<file path="config.mk">
export PLATFORM = sky130hd
export DESIGN_NAME = branch_predictor_bht
export DESIGN_NICKNAME = d
export VERILOG_FILES = /design/src/rtl/branch_predictor_bht.sv
export SDC_FILE = /design/constraint.sdc
export NUM_CORES = 2
export LEC_CHECK = 0
export CORE_ASPECT_RATIO = 2
export CORE_MARGIN = 2
export CORE_UTILIZATION = 60
export CTS_CLUSTER_SIZE = 14
export DETAILED_ROUTE_END_ITERATION = 12
export MAX_ROUTING_LAYER = met4
export PLACE_DENSITY = 0.77
export SETUP_SLACK_MARGIN = 0.5
export SKIP_LAST_GASP = 1
export SLEW_MARGIN = 10
export SYNTH_ARGS = -nofsm -noshare
export SYNTH_HDL_FRONTEND = slang
export SYNTH_SLANG_ARGS = --single-unit
</file>
<file path="constraint.sdc">
create_clock -name clk -period 34.7 [get_ports clk]
set_input_delay 3.47 -clock clk [delete_from_list [all_inputs] [get_ports clk]]
set_output_delay 3.47 -clock clk [all_outputs]
set_load 0.02 [all_outputs]
</file>
<file path="src/rtl/branch_predictor_bht.sv">
// Branch predictor: direct-mapped history table of saturating counters plus a tagged BTB.
// Optional gshare indexing; lookup is combinational and updates are registered.
module branch_predictor_bht #(
   parameter int PC_W    = 32,
   parameter int ENTRIES = 16,
   parameter int CNT_W   = 2,
   parameter int MODE    = 1,
   parameter int GHR_W   = 4
) (
   input  logic             clk,
   input  logic             rst,
   input  logic             pred_valid,
   input  logic [PC_W-1:0]  pred_pc,
   output logic             pred_hit,
   output logic             pred_taken,
   output logic [PC_W-1:0]  pred_target,
   output logic [GHR_W-1:0] pred_ghr,
   input  logic             upd_valid,
   input  logic [PC_W-1:0]  upd_pc,
   input  logic             upd_taken,
   input  logic [PC_W-1:0]  upd_target,
   input  logic [GHR_W-1:0] upd_ghr,
   input  logic             upd_mispredict,
   output logic [15:0]      branch_cnt,
   output logic [15:0]      mispredict_cnt
);

   localparam int IDX_W = $clog2(ENTRIES);
   localparam int TAG_W = PC_W - IDX_W - 2;
   localparam logic [CNT_W-1:0] CNT_RST   = CNT_W'((1 << (CNT_W - 1)) - 1);
   localparam logic [CNT_W-1:0] CNT_ALLOC = CNT_W'(1 << (CNT_W - 1));

   logic             valid_q [ENTRIES];
   logic [TAG_W-1:0] tag_q   [ENTRIES];
   logic [PC_W-1:0]  tgt_q   [ENTRIES];
   logic [CNT_W-1:0] cnt_q   [ENTRIES];

   logic [GHR_W-1:0] ghr_q, ghr_d;
   logic [15:0]      branch_cnt_q, branch_cnt_d;
   logic [15:0]      mispredict_cnt_q, mispredict_cnt_d;

   logic [IDX_W-1:0] look_idx, upd_idx;
   logic [TAG_W-1:0] look_tag, upd_tag;
   logic             look_match, upd_match;

   function automatic logic [CNT_W-1:0] cnt_step(input logic [CNT_W-1:0] c, input logic up);
      if (up)
         return (c == {CNT_W{1'b1}}) ? c : c + CNT_W'(1);
      else
         return (c == '0) ? c : c - CNT_W'(1);
   endfunction

   function automatic logic [15:0] stat_inc(input logic [15:0] v);
      return (v == 16'hFFFF) ? v : v + 16'd1;
   endfunction

   // gshare folds the history into the low index bits; other modes use the PC alone
   always_comb begin
      look_idx = pred_pc[IDX_W+1:2];
      upd_idx  = upd_pc[IDX_W+1:2];
      if (MODE == 2) begin
         look_idx = look_idx ^ IDX_W'(ghr_q);
         upd_idx  = upd_idx ^ IDX_W'(upd_ghr);
      end
   end

   assign look_tag   = pred_pc[PC_W-1:IDX_W+2];
   assign upd_tag    = upd_pc[PC_W-1:IDX_W+2];
   assign look_match = valid_q[look_idx] && (tag_q[look_idx] == look_tag);
   assign upd_match  = valid_q[upd_idx] && (tag_q[upd_idx] == upd_tag);

   assign pred_hit    = pred_valid && look_match;
   assign pred_taken  = (MODE != 0) && pred_hit && cnt_q[look_idx][CNT_W-1];
   assign pred_target = pred_hit ? tgt_q[look_idx] : '0;
   assign pred_ghr    = ghr_q;

   assign branch_cnt     = branch_cnt_q;
   assign mispredict_cnt = mispredict_cnt_q;

   always_comb begin
      ghr_d            = ghr_q;
      branch_cnt_d     = branch_cnt_q;
      mispredict_cnt_d = mispredict_cnt_q;
      if (upd_valid) begin
         ghr_d        = (MODE == 2) ? ((ghr_q << 1) | GHR_W'(upd_taken)) : '0;
         branch_cnt_d = stat_inc(branch_cnt_q);
         if (upd_mispredict)
            mispredict_cnt_d = stat_inc(mispredict_cnt_q);
      end
   end

   always_ff @(posedge clk or posedge rst) begin
      if (rst) begin
         for (int i = 0; i < ENTRIES; i++) begin
            valid_q[i] <= 1'b0;
            tag_q[i]   <= '0;
            tgt_q[i]   <= '0;
            cnt_q[i]   <= CNT_RST;
         end
         ghr_q            <= '0;
         branch_cnt_q     <= '0;
         mispredict_cnt_q <= '0;
      end else begin
         if (upd_valid) begin
            if (upd_match) begin
               cnt_q[upd_idx] <= cnt_step(cnt_q[upd_idx], upd_taken);
               if (upd_taken)
                  tgt_q[upd_idx] <= upd_target;
            end else if (upd_taken) begin
               // A taken miss evicts whatever aliases into this slot
               valid_q[upd_idx] <= 1'b1;
               tag_q[upd_idx]   <= upd_tag;
               tgt_q[upd_idx]   <= upd_target;
               cnt_q[upd_idx]   <= CNT_ALLOC;
            end
         end
         ghr_q            <= ghr_d;
         branch_cnt_q     <= branch_cnt_d;
         mispredict_cnt_q <= mispredict_cnt_d;
      end
   end

   logic unused_pc_bits;
   assign unused_pc_bits = ^{pred_pc[1:0], upd_pc[1:0], upd_ghr};

endmodule

</file>
==> impl_metrics.xml <==
<?xml version="1.0" encoding="UTF-8"?>
<metrics>
  <group name="setup_path">
    <metric name="r2r_cells" unit="">8</metric>
    <metric name="crit_path_max_fo" unit="">57</metric>
    <metric name="critical_path.endpoint" unit="">pred_target[1]</metric>
    <metric name="worstPathRequired" unit="ns">31.23</metric>
    <metric name="rr_endpoint" unit="">cnt_q[22]$_DFFE_PP1P_</metric>
    <metric name="critical_path.max_stage_delay" unit="ns">0.88</metric>
    <metric name="worstPathCellList" unit="">buf_8 -&gt; buf_4 -&gt; buf_4 -&gt; mux4_2 -&gt; mux4_2 -&gt; xnor2_1 -&gt; nand4_1 -&gt; nor3_1 -&gt; nand4_1 -&gt; buf_4 -&gt; nor2b_1 -&gt; clkdlybuf4s50_1</metric>
    <metric name="crit_path_end_kind" unit="">primary output</metric>
    <metric name="crit_arrival" unit="ns">9.14</metric>
    <metric name="critPathSlowestCell" unit="">buf_4</metric>
    <metric name="critPathLaunch" unit="">pred_pc[4]</metric>
    <metric name="crit-reg2reg-launch" unit="">tag_q[156]$_DFFE_PP0P_</metric>
    <metric name="crit_path_launch_type" unit="">primary input</metric>
    <metric name="critical-path-top-cell-by-count" unit="">buf_4</metric>
    <metric name="worst-r2r-setup-slack" unit="ns">30.32</metric>
    <metric name="worst-setup-path-type" unit="">primary input to primary output</metric>
  </group>
  <group name="placement">
    <metric name="port_buffers" unit="">163</metric>
    <metric name="place_hpwl" unit="um">81940</metric>
    <metric name="finalWeightedCongestion" unit="">0.8870</metric>
  </group>
  <group name="cts">
    <metric name="ctsLongestPathBuffers" unit="">3</metric>
    <metric name="clock-root-buffer" unit="">clkbuf_16</metric>
    <metric name="numCtsBuffers" unit="">90</metric>
    <metric name="cts_hold_repair.buffers" unit="">0</metric>
    <metric name="cts-htree-levels" unit="">3</metric>
    <metric name="cts_resized" unit="">0</metric>
    <metric name="cts_post_setup_buffers_inserted" unit="">0</metric>
    <metric name="clock_latency" unit="ns">0.69</metric>
    <metric name="path_clk_slew" unit="ns">0.06</metric>
    <metric name="tritoncts" unit="">yes</metric>
    <metric name="cts_sinks" unit="">1008</metric>
  </group>
  <group name="synthesis">
    <metric name="asyncSetResetFlopFracSynth" unit="%">100.0</metric>
    <metric name="synthDistinctLibCells" unit="">75</metric>
    <metric name="synth_cells" unit="">3361</metric>
    <metric name="yosys_warnings" unit="">0</metric>
    <metric name="leading_cell_type_by_number_of_instances_after_synthesis" unit="">dfrtp_1</metric>
    <metric name="commonest_cells_in_the_netlist" unit="">992 x dfrtp_1, 609 x mux2_2, 387 x mux4_2, 163 x nand2_1, 154 x clkbuf_1</metric>
    <metric name="postSynthAreaPerCell" unit="sq um">15.30</metric>
    <metric name="synth_edf_count" unit="">0</metric>
    <metric name="synthTopCellsByArea" unit="">dfrtp_1 48%, mux4_2 17%, mux2_2 13%</metric>
    <metric name="ys_seq_area_share" unit="%">49.09</metric>
    <metric name="synth_top_cell_area_share" unit="%">48.28</metric>
    <metric name="mapped_cell_area" unit="sq um">51420</metric>
    <metric name="postSynthRegisterBits" unit="">1008</metric>
    <metric name="netlist.top_cell.by_area" unit="">dfrtp_1</metric>
    <metric name="primary_ff_master_synth" unit="">dfrtp_1</metric>
  </group>
  <group name="drt">
    <metric name="dr.first_iter.drc_count" unit="">2519</metric>
    <metric name="wire_per_inst" unit="um">30.39</metric>
    <metric name="wl" unit="um">137400</metric>
    <metric name="drt_pre_antenna_iters" unit="">7</metric>
    <metric name="vias" unit="">31160</metric>
    <metric name="drc_errors" unit="">0</metric>
    <metric name="viasPerCell" unit="">6.894</metric>
    <metric name="antenna_left" unit="">0</metric>
  </group>
  <group name="layout">
    <metric name="syn_to_final_growth" unit="%">9.675</metric>
    <metric name="drive_gt1_share" unit="%">41.42</metric>
    <metric name="nets" unit="">3490</metric>
  </group>
  <group name="floorplan">
    <metric name="vertical_die_dimension" unit="um">418.0</metric>
    <metric name="num_io_pins" unit="">176</metric>
    <metric name="initial_util" unit="%">60.62</metric>
    <metric name="die-area" unit="sq um">88200</metric>
    <metric name="fp-row-count" unit="">151</metric>
    <metric name="chipWidth" unit="um">211.0</metric>
    <metric name="core_region_area" unit="sq um">84830</metric>
  </group>
  <group name="timing">
    <metric name="fin_setup_tns" unit="ns">0</metric>
    <metric name="period_minus_slack" unit="ns">12.61</metric>
    <metric name="fin_skew" unit="ns">0.02380</metric>
    <metric name="clock.fmax" unit="MHz">79.32</metric>
    <metric name="worst_pin_slew" unit="ns">1.142</metric>
    <metric name="setup_violators_final" unit="">0</metric>
    <metric name="slew_violations" unit="">0</metric>
    <metric name="max_slew_margin" unit="%">23.61</metric>
    <metric name="final-hold-violation-count" unit="">0</metric>
    <metric name="fin_crit_sh" unit="%">36.33</metric>
    <metric name="setup_repair_after_global_routing_missed_its_margin" unit="">no</metric>
  </group>
  <group name="grt">
    <metric name="global_routing_usage_summed_across_all_routing_layers" unit="%">33.24</metric>
    <metric name="grt.overflow.total" unit="">0</metric>
    <metric name="via_count_of_the_first_global_routing_pass" unit="">34670</metric>
    <metric name="initial_antenna_violation_count" unit="">6</metric>
    <metric name="grt_max_degree" unit="">224</metric>
    <metric name="grt_first_pass_wirelength" unit="um">212500</metric>
  </group>
  <group name="hold_path">
    <metric name="worst_hold_path_class" unit="">flip-flop to flip-flop</metric>
    <metric name="min_from" unit="">tgt_q[11]$_DFFE_PP0P_</metric>
    <metric name="hold-path-cell-count" unit="">2</metric>
  </group>
  <group name="pwr">
    <metric name="pwr_density_cell" unit="nW/um^2">57.11</metric>
    <metric name="irDropWorstVdd" unit="uV">63.86</metric>
    <metric name="totalPowerFinal" unit="mW">3.221</metric>
    <metric name="p_leak" unit="nW">24.67</metric>
  </group>
  <group name="flow_run">
    <metric name="maxCapViolations" unit="">0</metric>
  </group>
  <group name="outcome">
    <metric name="run_status" unit="">complete, no violations</metric>
  </group>
</metrics>
==> through the flow <==
stage | area, sq um | setup WS (ns) | utilization [%] | hold WS, ns | std cells
finish | 56400 | 22.09 | 66.48 | 0.4762 | 4520
CTS | 56350 | 22.07 | 66.43 | 0.4782 | 4515
floorplan | 51430 | 2.894 | - | 0.4411 | 3364
global route | 56400 | 21.73 | 66.48 | 0.5019 | 4520
detailed placement | 53460 | 22.08 | 63.01 | 0.4633 | 4360
global placement | 53460 | 22.14 | 63.01 | 0.4587 | 4360
==> cell families after synthesis <==
| kind of cell | share of synthesized area, % |
|---|---|
| AO/OA/AOI/OAI | 3.066 |
| adder cells (fa/ha/maj) | 0.08759 |
| other | 0.007293 |
| flip-flops | 49.09 |
| buffers and inverters | 3.205 |
| multiplexers | 39.52 |
| XOR/XNOR | 1.294 |
| AND/OR/NAND/NOR | 3.730 |
==> cells in the final DEF (no fill, tap or decap), types with 38 or more instances in the layout <==
cell type | synthesis | layout
nor2_1 | 53 | 53
nand2_1 | 163 | 147
clkdlybuf4s50_1 | 0 | 156
clkbuf_16 | 0 | 91
buf_4 | 12 | 65
mux2i_1 | 86 | 86
nor2b_1 | 38 | 38
mux4_2 | 387 | 387
mux2_1 | 145 | 145
xnor2_1 | 47 | 47
mux2_2 | 609 | 609
mux2_4 | 150 | 150
dfrtp_1 | 992 | 992
==> power breakdown <==
part | total (mW) | internal, mW | leakage (nW) | switching [mW]
combinational | 0.655 | 0.396 | 10.4 | 0.258
sequential | 1.56 | 1.40 | 12.8 | 0.156
clock | 1.01 | 0.565 | 1.43 | 0.443
==> flip-flops by register name (all words and copies together), names as in the netlist <==
| name | count |
|---|---|
| tgt_q | 512 |
| valid_q | 16 |
| cnt_q | 32 |
| mispredict_cnt | 16 |
| tag_q | 416 |
| branch_cnt | 16 |
==> worst max-delay path, delay by kind of cell <==
| family | cells | cell delay, ns |
|---|---|---|
| buf+inv | 5 | 3.15 |
| xor+xnor | 1 | 0.15 |
| simple gates | 4 | 1.21 |
| mux | 2 | 0.95 |
==> worst min path at each step <==
stage	to	slack (ns)
after floorplan	tgt_q[0]$_DFFE_PP0P_	0.44
after global placement	tgt_q[11]$_DFFE_PP0P_	0.46
after detailed placement	tgt_q[27]$_DFFE_PP0P_	0.46
after CTS	tgt_q[11]$_DFFE_PP0P_	0.48
after global routing	tgt_q[21]$_DFFE_PP0P_	0.50
final	tgt_q[11]$_DFFE_PP0P_	0.48
==> area by class of cell <==
cell class / count / area, sq um
diodes: 4 / 10.01
clock inverters: 18 / 229.0
flip-flops and latches: 1008 / 25240
fillers: 5873 / 28430
repair buffers: 229 / 2181
well taps: 1071 / 1340
inverters: 21 / 86.33
multi-input cells: 2032 / 24630
clock buffers: 137 / 2670
==> routing by layer <==
metal	global-route usage, %	vias to the layer above	wire, um
li1	-	12710	-
met1	39.17	16780	49880
met2	55.22	1251	71320
met3	4.661	424	7888
met4	18.27	0	8292
met5	-	-	0
No activity file was read; power rests on OpenSTA's default activity.
